File: config.mk
export PLATFORM = sky130hd
export DESIGN_NAME = wb_epb_master
export DESIGN_NICKNAME = d
export VERILOG_FILES = /design/src/rtl/epb_pkg.sv /design/src/rtl/epb_sync_edge.sv /design/src/rtl/wb_epb_master.sv
export SDC_FILE = /design/constraint.sdc
export NUM_CORES = 1
export LEC_CHECK = 0
export ABC_AREA = 1
export BUFFER_PORTS_ARGS = -buffer_cell sky130_fd_sc_hd__buf_4
export CAP_MARGIN = 25
export CORE_ASPECT_RATIO = 0.6
export CORE_MARGIN = 10
export CORE_UTILIZATION = 35
export DETAILED_ROUTE_END_ITERATION = 6
export GPL_ROUTABILITY_DRIVEN = 0
export SKIP_CTS_REPAIR_TIMING = 1
export SLEW_MARGIN = 15
export SYNTH_ARGS = -nofsm -noshare
export SYNTH_HDL_FRONTEND = slang
export SYNTH_SLANG_ARGS = --single-unit
export TNS_END_PERCENT = 100
File: constraint.sdc
create_clock -name wb_clk_i -period 1.9 [get_ports wb_clk_i]
set_input_delay 0.095 -clock wb_clk_i [delete_from_list [all_inputs] [get_ports wb_clk_i]]
set_output_delay 0.095 -clock wb_clk_i [all_outputs]
set_load 0.005 [all_outputs]
File: src/rtl/epb_pkg.sv
// Shared constants and FSM encoding for the
// Wishbone-to-EPB bus initiator.
package epb_pkg;

  localparam int EPB_ADDR_LSB = 5;
  localparam int EPB_ADDR_MSB = 29;
  localparam int EPB_AW       = EPB_ADDR_MSB - EPB_ADDR_LSB + 1;
  localparam int EPB_DW       = 32;
  localparam int EPB_BEW      = EPB_DW / 8;

  typedef enum logic [2:0] {
    ST_IDLE    = 3'd0,
    ST_SETUP   = 3'd1,
    ST_STROBE  = 3'd2,
    ST_WAIT    = 3'd3,
    ST_DONE    = 3'd4,
    ST_ERR     = 3'd5,
    ST_RECOVER = 3'd6
  } epb_state_e;

  // Saturating increment used by the wait-for-RDY counter.
  function automatic int unsigned sat_inc(
    input int unsigned v,
    input int unsigned lim
  );
    return (v >= lim) ? lim : v + 1;
  endfunction

endpackage

File: src/rtl/epb_sync_edge.sv
// Multi-flop synchroniser for an asynchronous EPB
// input plus a rising-edge pulse on the synced level.
module epb_sync_edge #(
  parameter int STAGES = 2
) (
  input  logic clk_i,
  input  logic rst_n_i,
  input  logic d_i,
  output logic rise_o
);

  logic [STAGES-1:0] sync_q;
  logic              dly_q;

  // Shift the async input through the chain and keep
  // a delayed copy of the last stage for edge detect.
  always_ff @(posedge clk_i or negedge rst_n_i) begin
    if (!rst_n_i) begin
      sync_q <= '0;
      dly_q  <= 1'b0;
    end else begin
      sync_q <= {sync_q[STAGES-2:0], d_i};
      dly_q  <= sync_q[STAGES-1];
    end
  end

  assign rise_o = sync_q[STAGES-1] & ~dly_q;

endmodule

File: src/rtl/wb_epb_master.sv
// Wishbone slave that runs one EPB initiator cycle
// per access: setup, CS_N strobe, wait RDY, recover.
module wb_epb_master
  import epb_pkg::*;
#(
  parameter int BUS_ADDR_WIDTH  = 32,
  parameter int BUS_DATA_WIDTH  = 32,
  parameter int SETUP_CYCLES    = 1,
  parameter int RECOVERY_CYCLES = 2,
  parameter int TIMEOUT_CYCLES  = 255,
  parameter int SYNC_STAGES     = 2
) (
  input  logic                      wb_clk_i,
  input  logic                      wb_rst_n_i,
  input  logic                      wbs_cyc_i,
  input  logic                      wbs_stb_i,
  input  logic                      wbs_we_i,
  input  logic [3:0]                wbs_sel_i,
  input  logic [BUS_ADDR_WIDTH-1:0] wbs_adr_i,
  input  logic [BUS_DATA_WIDTH-1:0] wbs_dat_i,
  output logic [BUS_DATA_WIDTH-1:0] wbs_dat_o,
  output logic                      wbs_ack_o,
  output logic                      wbs_err_o,
  output logic                      epb_cs_n_o,
  output logic                      epb_oe_n_o,
  output logic                      epb_r_w_n_o,
  output logic [3:0]                epb_be_n_o,
  output logic [5:29]               epb_addr_o,
  output logic [0:31]               epb_data_o,
  output logic                      epb_data_oe_n_o,
  input  logic [0:31]               epb_data_i,
  input  logic                      epb_rdy_i
);

  localparam int TW = (TIMEOUT_CYCLES > 0) ?
                      $clog2(TIMEOUT_CYCLES + 1) : 1;
  localparam int RW = $clog2(RECOVERY_CYCLES + 1);
  localparam logic [TW-1:0] TO_LIM = TW'(TIMEOUT_CYCLES);
  localparam logic [3:0]    SU_END = 4'(SETUP_CYCLES - 1);
  localparam logic [RW-1:0] RC_END = RW'(RECOVERY_CYCLES - 1);

  epb_state_e state_q;

  logic                      cs_n_q;
  logic                      oe_n_q;
  logic                      r_w_n_q;
  logic [3:0]                be_n_q;
  logic [EPB_ADDR_LSB:EPB_ADDR_MSB] addr_q;
  logic [0:EPB_DW-1]         wdat_q;
  logic                      data_oe_n_q;
  logic [BUS_DATA_WIDTH-1:0] rdat_q;
  logic                      ack_q;
  logic                      err_q;
  logic                      abort_q;
  logic [3:0]                su_cnt_q;
  logic [RW-1:0]             rc_cnt_q;
  logic [TW-1:0]             to_cnt_q;
  logic [TW-1:0]             to_cnt_d;
  logic                      rdy_rise;
  logic                      to_hit;
  logic                      unused_adr;

  assign unused_adr = ^wbs_adr_i[BUS_ADDR_WIDTH-1:EPB_AW];

  epb_sync_edge #(
    .STAGES (SYNC_STAGES)
  ) u_rdy_sync (
    .clk_i   (wb_clk_i),
    .rst_n_i (wb_rst_n_i),
    .d_i     (epb_rdy_i),
    .rise_o  (rdy_rise)
  );

  // Saturating wait counter and timeout compare on
  // its next value, so ERR lands TIMEOUT clocks after
  // WAIT entry.
  always_comb begin
    to_cnt_d = TW'(sat_inc(32'(to_cnt_q), 32'(TO_LIM)));
    to_hit   = (TIMEOUT_CYCLES != 0) && (to_cnt_d == TO_LIM);
  end

  // Bus-cycle sequencer with registered EPB and WB outputs.
  always_ff @(posedge wb_clk_i or negedge wb_rst_n_i) begin
    if (!wb_rst_n_i) begin
      state_q     <= ST_IDLE;
      cs_n_q      <= 1'b1;
      oe_n_q      <= 1'b1;
      r_w_n_q     <= 1'b1;
      be_n_q      <= 4'hF;
      addr_q      <= '0;
      wdat_q      <= '0;
      data_oe_n_q <= 1'b1;
      rdat_q      <= '0;
      ack_q       <= 1'b0;
      err_q       <= 1'b0;
      abort_q     <= 1'b0;
      su_cnt_q    <= '0;
      rc_cnt_q    <= '0;
      to_cnt_q    <= '0;
    end else begin
      ack_q <= 1'b0;
      err_q <= 1'b0;
      if (!wbs_cyc_i) abort_q <= 1'b1;
      unique case (state_q)
        ST_IDLE: begin
          if (wbs_cyc_i && wbs_stb_i) begin
            addr_q      <= wbs_adr_i[EPB_AW-1:0];
            wdat_q      <= wbs_dat_i;
            be_n_q      <= ~wbs_sel_i;
            r_w_n_q     <= ~wbs_we_i;
            data_oe_n_q <= ~wbs_we_i;
            abort_q     <= 1'b0;
            su_cnt_q    <= '0;
            state_q     <= ST_SETUP;
          end
        end
        ST_SETUP: begin
          if (su_cnt_q == SU_END) begin
            cs_n_q  <= 1'b0;
            oe_n_q  <= ~r_w_n_q;
            state_q <= ST_STROBE;
          end else begin
            su_cnt_q <= su_cnt_q + 4'd1;
          end
        end
        ST_STROBE: begin
          to_cnt_q <= '0;
          state_q  <= ST_WAIT;
        end
        ST_WAIT: begin
          if (rdy_rise) begin
            if (r_w_n_q) rdat_q <= epb_data_i;
            cs_n_q      <= 1'b1;
            oe_n_q      <= 1'b1;
            data_oe_n_q <= 1'b1;
            ack_q       <= wbs_cyc_i & ~abort_q;
            state_q     <= ST_DONE;
          end else if (to_hit) begin
            cs_n_q      <= 1'b1;
            oe_n_q      <= 1'b1;
            data_oe_n_q <= 1'b1;
            err_q       <= wbs_cyc_i & ~abort_q;
            state_q     <= ST_ERR;
          end else begin
            to_cnt_q <= to_cnt_d;
          end
        end
        ST_DONE, ST_ERR: begin
          rc_cnt_q <= '0;
          state_q  <= ST_RECOVER;
        end
        ST_RECOVER: begin
          if (rc_cnt_q == RC_END) begin
            state_q <= ST_IDLE;
          end else begin
            rc_cnt_q <= rc_cnt_q + 1'b1;
          end
        end
        default: state_q <= ST_IDLE;
      endcase
    end
  end

  assign wbs_dat_o       = rdat_q;
  assign wbs_ack_o       = ack_q;
  assign wbs_err_o       = err_q;
  assign epb_cs_n_o      = cs_n_q;
  assign epb_oe_n_o      = oe_n_q;
  assign epb_r_w_n_o     = r_w_n_q;
  assign epb_be_n_o      = be_n_q;
  assign epb_addr_o      = addr_q;
  assign epb_data_o      = wdat_q;
  assign epb_data_oe_n_o = data_oe_n_q;

endmodule

==> run metrics <==
outcome completed; worst endpoint data arrival time 2.05 ns; io pins slightly above 200; syn nets about 630; CP Depth 12; top cells by area, synth dfrtp_1 (57%), nand2_1 (18%), mux2_2 (7.1%); clock tree buffer depth 2; GRT Resource Usage Total 14.39%; Yosys warning total 0; top cell type's share of synthesized area 56.64%; Max-cap violations 0; Syn Inst Count 523; # port buffers 197; DRC Markers 0; area leader, netlist dfrtp_1; met3 Use GR 8.199%; Critical Path RT 2.19 ns; GRT Max-Usage Layer met2; met1 Usage GRT 18.34%; crit-path max FO 9; worst slew pin tran 0.4304 ns; H-Tree Level Count 4; first-pass GRT wire length 22910 um; CTS tree built; Die Y-Extent 112.1 um; slowest stage cell, crit path dfrtp_1; Inst Count DP 907; Largest stage delay, worst path 0.42 ns; post-route clock skew 0.007111 ns; die width approximately 170 um; Clock transition at path regs 0.06 ns; synthesized flop and latch total 120; Final Non-Filler Cells a little over 1000; CP delay by family, top simple AND/OR/NAND/NOR gates; Final Cycle Share 93.12%; CP cell instances ha_4 -> nand3_1 -> inv_2 -> nand2_2 -> nand3_1 -> nand2_1 -> inv_1 -> nand2_2 -> nand2_4 -> buf_4 -> nand3_1 -> nand2_1; TritonCTS buffer count 17; DR pass1 iterations 5; Final Max Slew Viols 0; CTS sink count 120; number of global-route vias before repair 4365; LEAKAGE 4.346 nW; WHS Path Cells 3; Die ar. 19450 um^2; Startpoint Class flop; Post-Syn Area 4948 um^2; post-DP HPWL 10710 um; met2 Track Usage GR 20.64%; Fin. Hold Viols 0; remaining global-route overflow 0; Peak supply drop 0.6619 mV; vias per cell 4.449; WL final 15650 um; post-synthesis cell type count 27; WS Path Type flop to flop; Slew headroom 71.24%; DRC marker count from the first detailed-route iteration 238; Starting Density roughly 36%; Final setup viols 0; Cell Rows 33; total core area 13750 um^2; Worst Hold Class input pin to flop; synth-to-layout area growth 69.36%; Final min period 1.769 ns; Nets between 900 and 1000; R2R depth 12; sequential area share after synthesis approximately 61%; Worst-Skew Late Latency around 0.4 ns; max frequency 565.2 MHz; pwr dens 1426 nW/um^2; Via Count 4618; setup TNS 0 ns; Synth Area per Inst about 9.5 um^2; layout cells sized above 1 35.38%; initial antenna violation count 1; clk root buf clkbuf_16; pin count of the biggest net entering global routing 62; worst path bufs/invs 3; Detail Route Antenna Nets 0; Routed wire per std cell 15.08 um; fillers roughly 1100; most frequent CP cell nand3_1; Setup crit end kind flop
layout make-up:
| type | count | area, um^2 | share of cell area, % |
|---|---|---|---|
| Clock inverter | 12 | 173.9 | 2.075 |
| Antenna cell | 1 | 2.502 | 0.02986 |
| Timing Repair Buffer | 310 | 2630 | 31.38 |
| Sequential cell | 120 | 3013 | 35.95 |
| Inverter | 27 | 101.3 | 1.209 |
| Clock buffer | 20 | 456.7 | 5.449 |
| Tap cell | 192 | 240.2 | 2.867 |
| Multi-Input combinational cell | 356 | 1763 | 21.04 |
flip-flops by register name (all words and copies together) (netlist names), 2 cells and up:
name               cells
state_q                3
wbs_dat_o             32
epb_addr_o            25
epb_data_o            32
rc_cnt_q               2
u_rdy_sync.sync_q      2
su_cnt_q               4
epb_be_n_o             4
to_cnt_q               8
cells in the mapped netlist (all sizes together):
cell,number
nand2,245
dfrtp,112
mux2,32
nand3,31
inv,27
nor2,16
clkbuf,11
o21ai,11
buf,9
dfstp,8
a21oi,7
ha,4
nand4,3
xor2,2
nor3b,1
nor4,1
o21bai,1
o22ai,1
xnor2,1
cell families (layout without fill, tap and decap cells):
family          after synthesis  count (layout)  share of synthesized area [%]
buf+inv                      47             369                          4.096
flops                       120             120                          60.88
compound gates               20              20                          2.099
other cells                   0               1                              0
xor+xnor                      3               3                         0.5311
simple gates                297             297                          24.10
mux                          32              32                          7.282
fa+ha+maj                     4               4                          1.011
placed cells by master (no fill, tap or decap), drive strengths merged:
| cell | instances |
|---|---|
| a21oi | 7 |
| nand4 | 3 |
| nor2 | 16 |
| clkinv | 7 |
| o21bai | 1 |
| dlygate4sd3 | 96 |
| nand3 | 31 |
| dfrtp | 112 |
| o21ai | 11 |
| bufinv | 4 |
| xnor2 | 1 |
| mux2 | 32 |
| o22ai | 1 |
| buf | 214 |
| xor2 | 2 |
| clkinvlp | 1 |
| clkbuf | 20 |
| dfstp | 8 |
| nor4 | 1 |
| ha | 4 |
| nand2 | 245 |
| inv | 27 |
| nor3b | 1 |
| diode | 1 |
worst paths after layout:
path | start | to | slack, ns
min in group asynchronous | wb_rst_n_i | wbs_dat_o[9]$_DFFE_PN0P_ | 0.12
max reg2reg | to_cnt_q[1]$_DFFE_PN0P_ | to_cnt_q[5]$_DFFE_PN0P_ | 0.13
min | wbs_cyc_i | wbs_ack_o$_DFF_PN0_ | 0.06
min reg2reg | u_rdy_sync.sync_q[0]$_DFF_PN0_ | u_rdy_sync.sync_q[1]$_DFF_PN0_ | 0.35
max | to_cnt_q[1]$_DFFE_PN0P_ | to_cnt_q[5]$_DFFE_PN0P_ | 0.13
max in group asynchronous | wb_rst_n_i | epb_be_n_o[3]$_DFFE_PN1P_ | 1.20
per-stage QoR:
step | util (%) | cell area (um^2) | hold WS [ns] | power [mW] | setup slack (ns)
2_1_floorplan | - | 4949 | -0.2006 | 5.961 | 0.1738
3_3_place_gp | 49.07 | 6746 | -0.06859 | 8.263 | 0.09276
3_5_place_dp | 49.07 | 6746 | -0.07006 | 8.404 | 0.02728
4_1_cts | 53.65 | 7377 | -0.5054 | 11.87 | 0.01947
5_1_grt | 60.95 | 8381 | 0.06624 | 12.77 | -0.01142
6_report | 60.95 | 8381 | 0.05506 | 11.95 | 0.1307
metal layers:
metal  vias up  wire [um]  share of wire, %
li1       2266          -                 -
met1      2146       6954                44
met2       197       6902                44
met3         9       1683                11
met4         0        114              0.73
met5         -          0                 0
where the power goes:
part           internal, mW  switching [mW]
clock network          2.26            1.12
logic                  2.30            1.89
registers              3.72           0.659
worst min-delay path: stages:
cell and delay (ns):
buf_4 0.13, nand2_1 0.12, nor4_1 0.07
(Power assumes the default switching activity.)
